<file path="config.mk">
export PLATFORM = sky130hd
export DESIGN_NAME = block_sdec192
export DESIGN_NICKNAME = d
export VERILOG_FILES = /design/src/rtl/block_sdec192.sv
export SDC_FILE = /design/constraint.sdc
export NUM_CORES = 1
export LEC_CHECK = 0
export ABC_CLOCK_PERIOD_IN_PS = 17550
export CAP_MARGIN = 20
export CORE_UTILIZATION = 35
export DETAILED_ROUTE_END_ITERATION = 12
export PLACE_DENSITY_LB_ADDON = 0.12
export SKIP_CTS_REPAIR_TIMING = 1
export SYNTH_ARGS = -nofsm -noshare
export SYNTH_HDL_FRONTEND = slang
export SYNTH_SLANG_ARGS = --single-unit
</file>
<file path="constraint.sdc">
create_clock -name clock -period 17.55 [get_ports clock]
set_clock_uncertainty 0.05 [all_clocks]
set_input_delay 1.755 -clock clock [delete_from_list [all_inputs] [get_ports clock]]
set_output_delay 1.755 -clock clock [all_outputs]
set_load 0.05 [all_outputs]
</file>
<file path="src/rtl/block_sdec192.sv">
// FM stereo MPX decoder: integrate-and-dump demodulation of L+R, (L-R) and pilot
// over 2^DEC_LOG2 samples, with a pilot lock FSM gating stereo separation.
module block_sdec192 #(
    parameter int DEC_LOG2 = 3,
    parameter int PILOT_TH = 2048,
    parameter int LOCK_CNT = 4,
    parameter int LOSS_CNT = 2
) (
    input  logic               clock,
    input  logic               reset,
    input  logic signed [17:0] mpx_in,
    input  logic               mpx_valid,
    input  logic signed [9:0]  DDS_F19,
    input  logic signed [9:0]  DDS_F38,
    output logic signed [17:0] left_out,
    output logic signed [17:0] right_out,
    output logic               out_valid,
    output logic               pilot_lock,
    output logic               ovf
);

    typedef enum logic [1:0] {SEARCH, CONFIRM, LOCKED} state_t;

    state_t                state, state_nx;
    logic [2:0]            fcnt, fcnt_nx;
    logic [3:0]            fcnt_inc;
    logic [DEC_LOG2-1:0]   smp_cnt;
    logic signed [31:0]    acc_s, acc_d, acc_p;
    logic signed [27:0]    prod38, prod19;
    logic signed [31:0]    term_s, term_d, term_p;
    logic signed [31:0]    sum_s, sum_d, sum_p;
    logic signed [31:0]    s_val, d_val, p_val;
    logic signed [32:0]    l_half, r_half;
    logic                  dump, hit;
    logic                  clip_l, clip_r;

    function automatic logic signed [17:0] sat18(input logic signed [32:0] v);
        if (v > 33'sd131071)
            return 18'sh1FFFF;
        else if (v < -33'sd131072)
            return 18'sh20000;
        else
            return v[17:0];
    endfunction

    assign prod38 = 28'(mpx_in) * 28'(DDS_F38);
    assign prod19 = 28'(mpx_in) * 28'(DDS_F19);
    assign term_s = 32'(mpx_in);
    assign term_d = 32'(prod38) >>> 8;
    assign term_p = 32'(prod19) >>> 9;

    assign sum_s = acc_s + term_s;
    assign sum_d = acc_d + term_d;
    assign sum_p = acc_p + term_p;

    assign dump  = mpx_valid && (smp_cnt == '1);
    assign s_val = sum_s >>> DEC_LOG2;
    assign p_val = sum_p >>> DEC_LOG2;
    // Stereo term gated by the lock state held before this dump's FSM update
    assign d_val = pilot_lock ? (sum_d >>> DEC_LOG2) : '0;
    assign hit   = (p_val >= PILOT_TH);

    assign l_half = (33'(s_val) + 33'(d_val)) >>> 1;
    assign r_half = (33'(s_val) - 33'(d_val)) >>> 1;
    assign clip_l = (l_half > 33'sd131071) || (l_half < -33'sd131072);
    assign clip_r = (r_half > 33'sd131071) || (r_half < -33'sd131072);

    assign pilot_lock = (state == LOCKED);
    assign fcnt_inc   = {1'b0, fcnt} + 4'd1;

    always_ff @(posedge clock or negedge reset) begin
        if (!reset) begin
            state <= SEARCH;
            fcnt  <= '0;
        end else begin
            state <= state_nx;
            fcnt  <= fcnt_nx;
        end
    end

    always_comb begin
        state_nx = state;
        fcnt_nx  = fcnt;
        if (dump) begin
            unique case (state)
                SEARCH: begin
                    if (hit) begin
                        if (LOCK_CNT <= 1) begin
                            state_nx = LOCKED;
                            fcnt_nx  = '0;
                        end else begin
                            state_nx = CONFIRM;
                            fcnt_nx  = 3'd1;
                        end
                    end
                end
                CONFIRM: begin
                    if (!hit) begin
                        state_nx = SEARCH;
                        fcnt_nx  = '0;
                    end else if (fcnt_inc == 4'(LOCK_CNT)) begin
                        state_nx = LOCKED;
                        fcnt_nx  = '0;
                    end else begin
                        fcnt_nx  = fcnt_inc[2:0];
                    end
                end
                LOCKED: begin
                    if (hit) begin
                        fcnt_nx  = '0;
                    end else if (fcnt_inc == 4'(LOSS_CNT)) begin
                        state_nx = SEARCH;
                        fcnt_nx  = '0;
                    end else begin
                        fcnt_nx  = fcnt_inc[2:0];
                    end
                end
                default: begin
                    state_nx = SEARCH;
                    fcnt_nx  = '0;
                end
            endcase
        end
    end

    always_ff @(posedge clock or negedge reset) begin
        if (!reset) begin
            acc_s     <= '0;
            acc_d     <= '0;
            acc_p     <= '0;
            smp_cnt   <= '0;
            left_out  <= '0;
            right_out <= '0;
            out_valid <= 1'b0;
            ovf       <= 1'b0;
        end else begin
            out_valid <= 1'b0;
            if (mpx_valid) begin
                if (dump) begin
                    acc_s     <= '0;
                    acc_d     <= '0;
                    acc_p     <= '0;
                    smp_cnt   <= '0;
                    left_out  <= sat18(l_half);
                    right_out <= sat18(r_half);
                    out_valid <= 1'b1;
                    if (clip_l || clip_r)
                        ovf <= 1'b1;
                end else begin
                    acc_s   <= sum_s;
                    acc_d   <= sum_d;
                    acc_p   <= sum_p;
                    smp_cnt <= smp_cnt + 1'b1;
                end
            end
        end
    end

endmodule
</file>
After elaboration in Yosys (flattened, before gate mapping)
Cells that the tools add are included.
{ "word_totals": {"reg_bits": 142, "in_bits": 41} }
{ "classes": {"order_cmp": 5, "n_mux": 23, "n_reduce_logical": 9, "addsub": 7, "n_eq_ne": 9, "n_mul": 2} }
{ "op_table": {"columns": ["operator", "count"], "rows": [
  ["$mux W32", 3],
  ["$mux W18", 4],
  ["$gt A30 B18 Y1 const B", 2],
  ["$lt A30 B18 Y1 const B", 2],
  ["$mul A18 B10 Y28", 2],
  ["$add A32 B18 Y32", 1],
  ["$add A32 B19 Y32", 1],
  ["$add A32 B20 Y32", 1],
  ["$add A29 B30 Y31", 1],
  ["$sub A29 B30 Y31", 1],
  ["$ge A29 B13 Y1 const B", 1],
  ["$mux W29", 1],
  ["$mux W3", 6],
  ["$mux W2", 5],
  ["$pmux W3 S3", 1],
  ["$pmux W2 S3", 1],
  ["$reduce_and A5 Y1", 1],
  ["$add A3 B1 Y4 const B", 1],
  ["$eq A4 B2 Y1 const B", 1],
  ["$eq A4 B3 Y1 const B", 1],
  ["$ne A2 B2 Y1 const B", 2],
  ["$reduce_and A2 Y1", 2],
  ["$add A3 B1 Y3 const B", 1],
  ["$eq A3 B3 Y1 const B", 1],
  ["9 further kinds", 12]
]} }

Longest topological paths before layout
Gate-level depths: netlist of the first run.
{ "depth": {"depth_word": 8, "mapped_depth": 51, "mapped_depth_nobuf": 47} }

Worst setup path before layout of the first run
No wires, ideal clock.
{ "synth_timing": {"path_type": "input to register", "startpoint": "input DDS_F38[6]", "endpoint": "register left_out[6]", "required_time_ns": 17.418, "path_stages": 46, "setup_slack_ns": 5.289, "arrival_time_ns": 12.129, "cell_sequence": "clkbuf_1 -> clkbuf_1 -> nand2_1 -> fa_1 -> inv_1 -> fa_1 -> fa_1 -> fa_1 -> inv_1 -> fa_1 -> inv_1 -> ha_1 -> o21a_1 -> o21ai_0 -> nand2b_1 -> and3_1 -> o41ai_2 -> a21oi_1 -> [... 10 more ...] -> a311o_1 -> a21oi_1 -> xor2_1 -> or2_2 -> ha_1 -> inv_1 -> nand3_1 -> and2b_1 -> a221oi_1 -> inv_1 -> or3_1 -> a2111oi_2 -> o2111ai_1 -> nor4_2 -> a211oi_2 -> buf_6 -> nand3b_1 -> a31oi_1"} }
{ "synth_via": {"elab_chain_cells": 7, "word_cells_on_any_way": 8, "classes_between": "add/sub (2); mul (1); order compare (2); mux (3)"} }
{ "synth_lines": {"columns": ["item", "line", "source"], "rows": [
  ["start, declared", "14", "input logic signed [9:0] DDS_F38,"],
  ["$mul A18 B10 Y28 *", "46", "assign prod38 = 28'(mpx_in) * 28'(DDS_F38);"],
  ["$add A32 B20 Y32 *", "53", "assign sum_d = acc_d + term_d;"],
  ["$mux W29 *", "60", "assign d_val = pilot_lock ? (sum_d >>> DEC_LOG2) : '0;"],
  ["$add A29 B30 Y31 *", "63", "assign l_half = (33'(s_val) + 33'(d_val)) >>> 1;"],
  ["$lt A30 B18 Y1", "40", "else if (v < -33'sd131072)"],
  ["$mux W18", "40", null],
  ["$mux W18 *", "38", "if (v > 33'sd131071)"],
  ["end signal, assigned", "144", "left_out <= sat18(l_half);"],
  ["end, declared", "15", "output logic signed [17:0] left_out,"]
]} }
Every way passes the cells marked *; elsewhere a longest branch is shown, timed or not.
A chain may end at the register's enable or synchronous reset.

Worst setup path in the final report of the first run
{ "layout_timing": {"startpoint": "input mpx_in[9]", "endpoint": "register left_out[5]"} }
{ "layout_via": {"elab_chain_cells": 7, "word_cells_on_any_way": 9, "classes_between": "add/sub (3); mul (1); order compare (2); mux (3)"} }
{ "layout_lines": {"columns": ["item", "line", "source"], "rows": [
  ["start, declared", "11", "input logic signed [17:0] mpx_in,"],
  ["$mul A18 B10 Y28", "46", null],
  ["$add A32 B20 Y32", "53", null],
  ["$mux W29", "60", null],
  ["$add A29 B30 Y31 *", "63", null],
  ["$lt A30 B18 Y1", "40", null],
  ["$mux W18", "40", null],
  ["$mux W18 *", "38", null]
]} }
Marks and branches as above.

==> results of run 1 <==
path summary, 6_finish.rpt:
path / slack [ns] / endpoint / cells past startpoint
worst max-delay path: 3.47 / left_out[5]$_DFFE_PN0P_ / 44
worst min-delay path: 0.43 / left_out[17]$_DFFE_PN0P_ / 2
worst max register to register: 9.97 / left_out[5]$_DFFE_PN0P_ / 26
worst min register to register: 0.43 / left_out[17]$_DFFE_PN0P_ / 2
max in group asynchronous: 14.70 / acc_p[13]$_DFFE_PN0P_ / 2
min in group asynchronous: 1.31 / out_valid$_DFF_PN0_ / 1
kinds of logic (layout without fill, tap and decap cells):
kind of cell,after synthesis,after routing
xor+xnor,165,165
simple gates,911,911
mux,11,11
fa+ha+maj,594,594
flops,142,142
buf+inv,554,549
compound gates,675,675
other cells,0,1
routing by layer:
metal  part of all wire  routed length [um]
met2               0.47               34500
met4              0.020                1480
met3              0.034                2500
met5            0.00018                  13
met1               0.48               35100
area by class of cell:
| cell class | instances | area, um^2 | area share |
|---|---|---|---|
| clock buffers | 20 | 467 | 0.0164 |
| diodes | 1 | 2.50 | 0.0000878 |
| flip-flops and latches | 142 | 3550 | 0.125 |
| repair buffers | 99 | 942 | 0.0331 |
| clock inverters | 10 | 138 | 0.00483 |
| multi-input cells | 2356 | 20600 | 0.723 |
| inverters | 420 | 1580 | 0.0553 |
| well taps | 969 | 1210 | 0.0426 |
critical path: cells and delay by family:
family,cells,cell delay [ns]
AO/OA/AOI/OAI,18,4.82
XOR/XNOR,1,0.10
adder cells (fa/ha/maj),8,3.91
buffers and inverters,6,1.65
AND/OR/NAND/NOR,11,2.16
layout by cell type (no fill, tap or decap), drive strengths merged, types with 32 or more instances in the layout:
cell type,synthesis,routed
o21ai,96,96
xnor2,117,117
clkdlybuf4s50,0,78
nand3,38,38
a21o,63,63
dfrtp,142,142
ha,281,281
fa,313,313
inv,414,416
or2,32,32
nand2b,54,54
nand2,301,301
o21bai,33,33
a22o,50,50
o2bb2ai,36,36
and2,141,141
xor2,48,48
a21oi,177,177
nor2,186,186
nor3,44,44
a31oi,32,32
state kept, by name (all words and copies together), names as in the netlist:
signal	cells
acc_p	32
ovf	1
left_out	18
acc_d	32
fcnt	3
smp_cnt	3
right_out	18
state	2
out_valid	1
acc_s	32
through the flow:
step                hold slack [ns]   util  std cells  cell area, um^2
global route                  0.449  0.383       4016            28500
CTS                           0.439  0.383       4016            28500
detailed placement            0.427  0.375       3986            27900
global placement              0.419  0.375       3986            27900
finish                        0.432  0.383       4017            28500
floorplan                     0.407      -       3052            26400
==> Implementation_results.wiki, run 1 <==
{| class="wikitable"
! Metric !! Value
|-
| Routing usage on met3 || 0.0226
|-
| Final slew viol count || 0
|-
| RSZ-0062 raised after global routing || false
|-
| Chip width || 276 um
|-
| FF+latch count, synth || 142
|-
| Hold crit path type || reg -> reg
|-
| Total negative setup slack || 0 ns
|-
| Yosys synthesis warning count || 0
|-
| Max incr delay on CP || between 1 and 1.5 ns
|-
| Achievable clock frequency || roughly 70 MHz
|-
| Depth of the CTS H-tree || 4
|-
| Post-layout minimum cycle time || 14.08 ns
|-
| Final routed wirelength across all metal layers || 73,600 um
|-
| Placement Setup Slack || 2.94 ns
|-
| Number of buffers inserted during clock tree synthesis || 17
|-
| Core region area || approximately 0.074 mm^2
|-
| Xor-xnor portion of the synthesized cell area || 0.0548
|-
| Pre-antenna DRT Iters || 5
|-
| Beginning of the worst hold path || left_out[17]$_DFFE_PN0P_
|-
| Top Usage Layer GRT || met2
|-
| Startpoint of the worst setup timing path || mpx_in[9]
|-
| Register area share after synthesis || 0.135
|-
| Main combinational cell family by area after synthesis || adder cells
|-
| Hold Violations, Final || 0
|-
| Number of primary I/O pins || 80
|-
| Per-instance average area after synthesis || around 8.6 um^2
|-
| Nets || roughly 3,700
|-
| Arithmetic-cell share of the synthesized area counting full adders, half adders and majority gates || 0.371
|-
| Endpoint type of the worst setup path || register
|-
| Simple-gate share of the synthesized area || 0.171
|-
| First-iteration detailed-routing DRC count || approximately 1,300
|-
| Number of library cell types mapped by synthesis || between 100 and 150
|-
| Final setup fails || 0
|-
| Biggest fanout along the worst timing path || 21
|-
| Portion of synthesized cell area occupied by the leading cell type || 0.238
|-
| Clock sink total || 142
|-
| Fraction of final layout cells with drive strength greater than 1 || 0.0463
|-
| Number of maximum-capacitance constraint violations || 0
|-
| Global route total overflow || 0
|-
| Std-Cell Rows || 100
|-
| Biggest area consumer among synthesized cells || sky130_fd_sc_hd__fa_1
|-
| Total global-route track usage || 0.196
|-
| Post-Syn Instances || just over 3,000
|-
| Ys async rst share || 1.00
|-
| Post-route worst setup slack || 3.47 ns
|-
| Worst path arrival time || about 14 ns
|-
| Antenna violations before repair || 2
|-
| Die area || between 0.07 and 0.08 mm^2
|-
| Number of port buffers || 79
|-
| Cell at the root of the clock tree || sky130_fd_sc_hd__clkbuf_16
|-
| Placed wire-length estimate || about 58,000 um
|-
| List of most frequent post-synthesis cells || 412 x sky130_fd_sc_hd__inv_1, 313 x sky130_fd_sc_hd__fa_1, 299 x sky130_fd_sc_hd__nand2_1, 281 x sky130_fd_sc_hd__ha_1, 184 x sky130_fd_sc_hd__nor2_1
|-
| Critical path startpoint category || primary input
|-
| Routability congestion estimate || 0.875
|-
| Data required time at the worst endpoint || 17.90 ns
|-
| Vias in the first global route || 22,109
|-
| Final ANT Viol Nets || 0
|-
| Most common cell in the synthesized netlist || sky130_fd_sc_hd__inv_1
|-
| Post-synthesis compound-gate area fraction || 0.180
|-
| Actual slew at the worst max-slew pin || 1.14 ns
|-
| Netlist area before placement || 0.0264 mm^2
|-
| Kind of critical path || in -> reg
|-
| Source of the worst register-to-register timing path || acc_s[0]$_DFFE_PN0P_
|-
| Post-detailed-route wirelength per cell || 18.3 um
|-
| Outcome || finished, final reports clean
|-
| Headroom to the max-slew limit || 0.237
|-
| Effective utilization at floorplan || 0.354
|-
| Post-DR vias/cell || 5.26
|-
| Number of filler instances in the final layout || ~7,500
|-
| Number of enable-type register cells in the synthesized netlist || 0
|-
| Clock tree from TritonCTS || built
|-
| Slowest cell on crit path || sky130_fd_sc_hd__clkdlybuf4s50_1
|-
| First-pass GRT wire length || 120,000 um
|-
| Synth Flop Type || sky130_fd_sc_hd__dfrtp_1
|-
| # DRC || 0
|-
| Max Root-Sink Buffers || 2
|-
| Final Cycle Share || 0.802
|-
| Mux share of post-synthesis cell area || 0.00446
|-
| Clk_lat worst skew || 0.49 ns
|-
| Largest net degree at the start of global routing || 88
|-
| Clock-pin slew of the registers on the worst-case setup and hold paths || around 0.070 ns
|-
| Height of the die || 276 um
|-
| Biggest area contributors in the synthesized netlist || sky130_fd_sc_hd__fa_1 24%, sky130_fd_sc_hd__dfrtp_1 13%, sky130_fd_sc_hd__ha_1 13%
|-
| GRT met1 Usage || 0.266
|-
| GR met2 Demand/Resource || 0.328
|-
| Count of vias placed by the detailed router || 21,137
|-
| Net Count, Synth || approximately 3,700
|-
| Area delta synth->final || 8.10%
|}
Power of run 1 is left out: the tool's default activity adds up to more than one toggle a clock period on the data nets, which glitch-free logic cannot reach.
==> inputs of run 2 (changes only) <==
Settings changed: ABC_CLOCK_PERIOD_IN_PS 17550 to 14200.
Clock period 17.55 ns to 14.2 ns, I/O delays scaled along.
==> run 2 against run 1 <==
Flip-flop and latch count is the same. Register-to-register slack got worse by 2.8 ns. Die area unchanged. Critical path type unchanged. Critical endpoint is now left_out[6]$_DFFE_PN0P_.
==> Implementation_results.wiki, run 2 (synthesis results as in run 1) <==
{| class="wikitable"
! Metric !! Value
|-
| Core region area || 0.0744 mm^2 (unchanged)
|-
| Final routed wirelength across all metal layers || 75,400 um (+2.6%)
|-
| Placed wire-length estimate || 61,000 um (+4.8%)
|-
| Nets || 3,708 (+1.0%)
|-
| Clock sink total || 142 (unchanged)
|-
| Largest registers || acc_d: 32 flops, acc_p: 32 flops, acc_s: 32 flops
|-
| Die area || 0.0764 mm^2 (unchanged)
|-
| Total negative setup slack || 0 ns (unchanged)
|-
| Depth of the CTS H-tree || 4 (unchanged)
|-
| Endpoint type of the worst setup path || register
|-
| Count of cells along the worst register-to-register path || 29 (+12%)
|-
| Non-filler instance count after layout || 4,057 (+1.0%)
|-
| Chip width || 276 um (unchanged)
|-
| First-pass GRT wire length || 124,000 um (+3.0%)
|-
| Most frequent standard cell in the layout excluding fill and tap cells || sky130_fd_sc_hd__inv_1
|-
| Height of the die || 276 um (unchanged)
|-
| Total global-route track usage || 0.203 (+0.00708)
|-
| Largest net degree at the start of global routing || 69 (-22%)
|-
| Data required time at the worst endpoint || 14.56 ns (-3.34 ns)
|-
| Number of instances on the worst hold path || 2 (unchanged)
|-
| # DRC || 0 (unchanged)
|-
| Achievable clock frequency || 77.6 MHz
|-
| Final ANT Viol Nets || 0 (unchanged)
|-
| Std-Cell Rows || 100 (unchanged)
|-
| Placement Setup Slack || 0.900 ns (-2.04 ns)
|-
| Biggest fanout along the worst timing path || 18 (-14%)
|-
| Global route total overflow || 0 (unchanged)
|-
| Effective utilization at floorplan || 0.354 (unchanged)
|-
| Slowest cell on crit path || sky130_fd_sc_hd__clkdlybuf4s50_1
|-
| Worst path arrival time || 13.24 ns (-1.18 ns)
|-
| Number of maximum-capacitance constraint violations || 0 (unchanged)
|-
| Beginning of the worst hold path || left_out[0]$_DFFE_PN0P_
|-
| Post-route worst setup slack || 1.31 ns (-2.16 ns)
|-
| Core Util, Final || 0.387 (+0.00444)
|-
| DP Cell Count || 4,023 (+0.93%)
|-
| Highest-count cells in the layout ignoring fill and taps || 412 x sky130_fd_sc_hd__inv_1, 313 x sky130_fd_sc_hd__fa_1, 299 x sky130_fd_sc_hd__nand2_1
|-
| Final slew viol count || 0 (unchanged)
|-
| Outcome || finished, final reports clean
|-
| Max incr delay on CP || 0.81 ns (-0.32 ns)
|-
| Cell at the root of the clock tree || sky130_fd_sc_hd__clkbuf_16
|-
| Destination of the worst hold path || left_out[0]$_DFFE_PN0P_
|-
| Routability congestion estimate || 0.909 (+3.8%)
|-
| Clock tree from TritonCTS || built
|-
| Pre-antenna DRT Iters || 5 (unchanged)
|-
| Final Cycle Share || 0.908
|-
| Post-DR vias/cell || 5.25 (-0.19%)
|-
| Headroom to the max-slew limit || 0.407 (+0.170)
|-
| Antenna violations before repair || 4 (+2)
|-
| Number of primary I/O pins || 80 (unchanged)
|-
| RSZ-0062 raised after global routing || false
|-
| Max Root-Sink Buffers || 2 (unchanged)
|-
| Cell family with most CP delay || compound AO/OA/AOI/OAI gates
|-
| Vias in the first global route || 22,427 (+1.4%)
|-
| Critical path startpoint category || primary input
|-
| Area delta synth->final || 9.35%
|-
| Clock-pin slew of the registers on the worst-case setup and hold paths || 0.07 ns (about the same)
|-
| Post-detailed-route wirelength per cell || 18.6 um (+1.6%)
|-
| Hold crit path type || reg -> reg
|-
| Number of port buffers || 79 (unchanged)
|-
| Buffers & Inverters on Critical Path || 8 (+2)
|-
| First-iteration detailed-routing DRC count || 1,093 (-13%)
|-
| Worst-case register-to-register setup slack || 7.19 ns (-2.78 ns)
|-
| Post-layout minimum cycle time || between 10 and 15 ns
|-
| Hold Violations, Final || 0 (unchanged)
|-
| Source of the worst register-to-register timing path || acc_d[0]$_DFFE_PN0P_
|-
| Final setup fails || 0 (unchanged)
|-
| Number of buffers inserted during clock tree synthesis || 17 (unchanged)
|-
| Actual slew at the worst max-slew pin || 0.882 ns (-0.259 ns)
|-
| Count of vias placed by the detailed router || 21,307 (+0.80%)
|-
| Kind of critical path || in -> reg
|-
| Clk_lat worst skew || 0.49 ns (about the same)
|-
| Fraction of final layout cells with drive strength greater than 1 || 0.0577 (+0.0114)
|-
| Destination of the worst register-to-register timing path || left_out[6]$_DFFE_PN0P_
|}
run 2: cell count changes in the layout (fill, tap and decap cells not counted), moves of 2 or more:
| cell | previous run | this run |
|---|---|---|
| sky130_fd_sc_hd__clkbuf_8 | 3 | 1 |
| sky130_fd_sc_hd__clkbuf_1 | 0 | 2 |
| sky130_fd_sc_hd__buf_4 | 20 | 57 |
| sky130_fd_sc_hd__bufinv_16 | 3 | 5 |
| sky130_fd_sc_hd__clkinv_2 | 3 | 0 |
run 2: worst max path at each step:
stage                               endpoint  slack (ns)  cells after the start  startpoint
finish               left_out[6]$_DFFE_PN0P_        1.31                     45   mpx_in[6]
detailed placement  left_out[11]$_DFFE_PN0P_        0.90                     44  DDS_F38[2]
CTS                  left_out[6]$_DFFE_PN0P_        1.38                     45   mpx_in[6]
global placement     left_out[2]$_DFFE_PN0P_        0.95                     44   mpx_in[2]
floorplan            left_out[6]$_DFFE_PN0P_        2.27                     46  DDS_F38[6]
global route         left_out[7]$_DFFE_PN0P_        0.55                     44   mpx_in[2]
run 2: metal layers:
metal	up-vias	part of all wire	wire length, um	GRT usage
met5	-	0.00023	17	0
met4	2	0.023	1710	0.0604
met3	90	0.032	2400	0.0241
met2	415	0.47	35500	0.340
met1	10547	0.47	35800	0.274
li1	10253	-	-	-
run 2: area by class of cell:
class / count / area, um^2
Clock buffer: 20 / 447
Multi-Input combinational cell: 2356 / 20600
Tap cell: 969 / 1210
Fill cell: 7566 / 45600
Sequential cell: 142 / 3550
Timing Repair Buffer: 136 / 1220
Antenna cell: 2 / 5.00
Clock inverter: 12 / 208
Inverter: 420 / 1580
run 2: worst reg2reg max path: cells and delay by family (launching register included):
kind / cells / cell delay [ns]
AO/OA/AOI/OAI: 14 / 3.42
XOR/XNOR: 1 / 0.22
adder cells (fa/ha/maj): 3 / 0.85
buffers and inverters: 4 / 0.60
flip-flops: 1 / 0.38
AND/OR/NAND/NOR: 7 / 1.38
run 2: stage by stage:
step,instance area (um^2),hold WS (ns)
after floorplan,26400,0.407
after global placement,28200,0.419
after detailed placement,28200,0.419
after CTS,28800,0.434
after global routing,28800,0.456
final,28800,0.429
Power of run 2 is left out for the same reason.
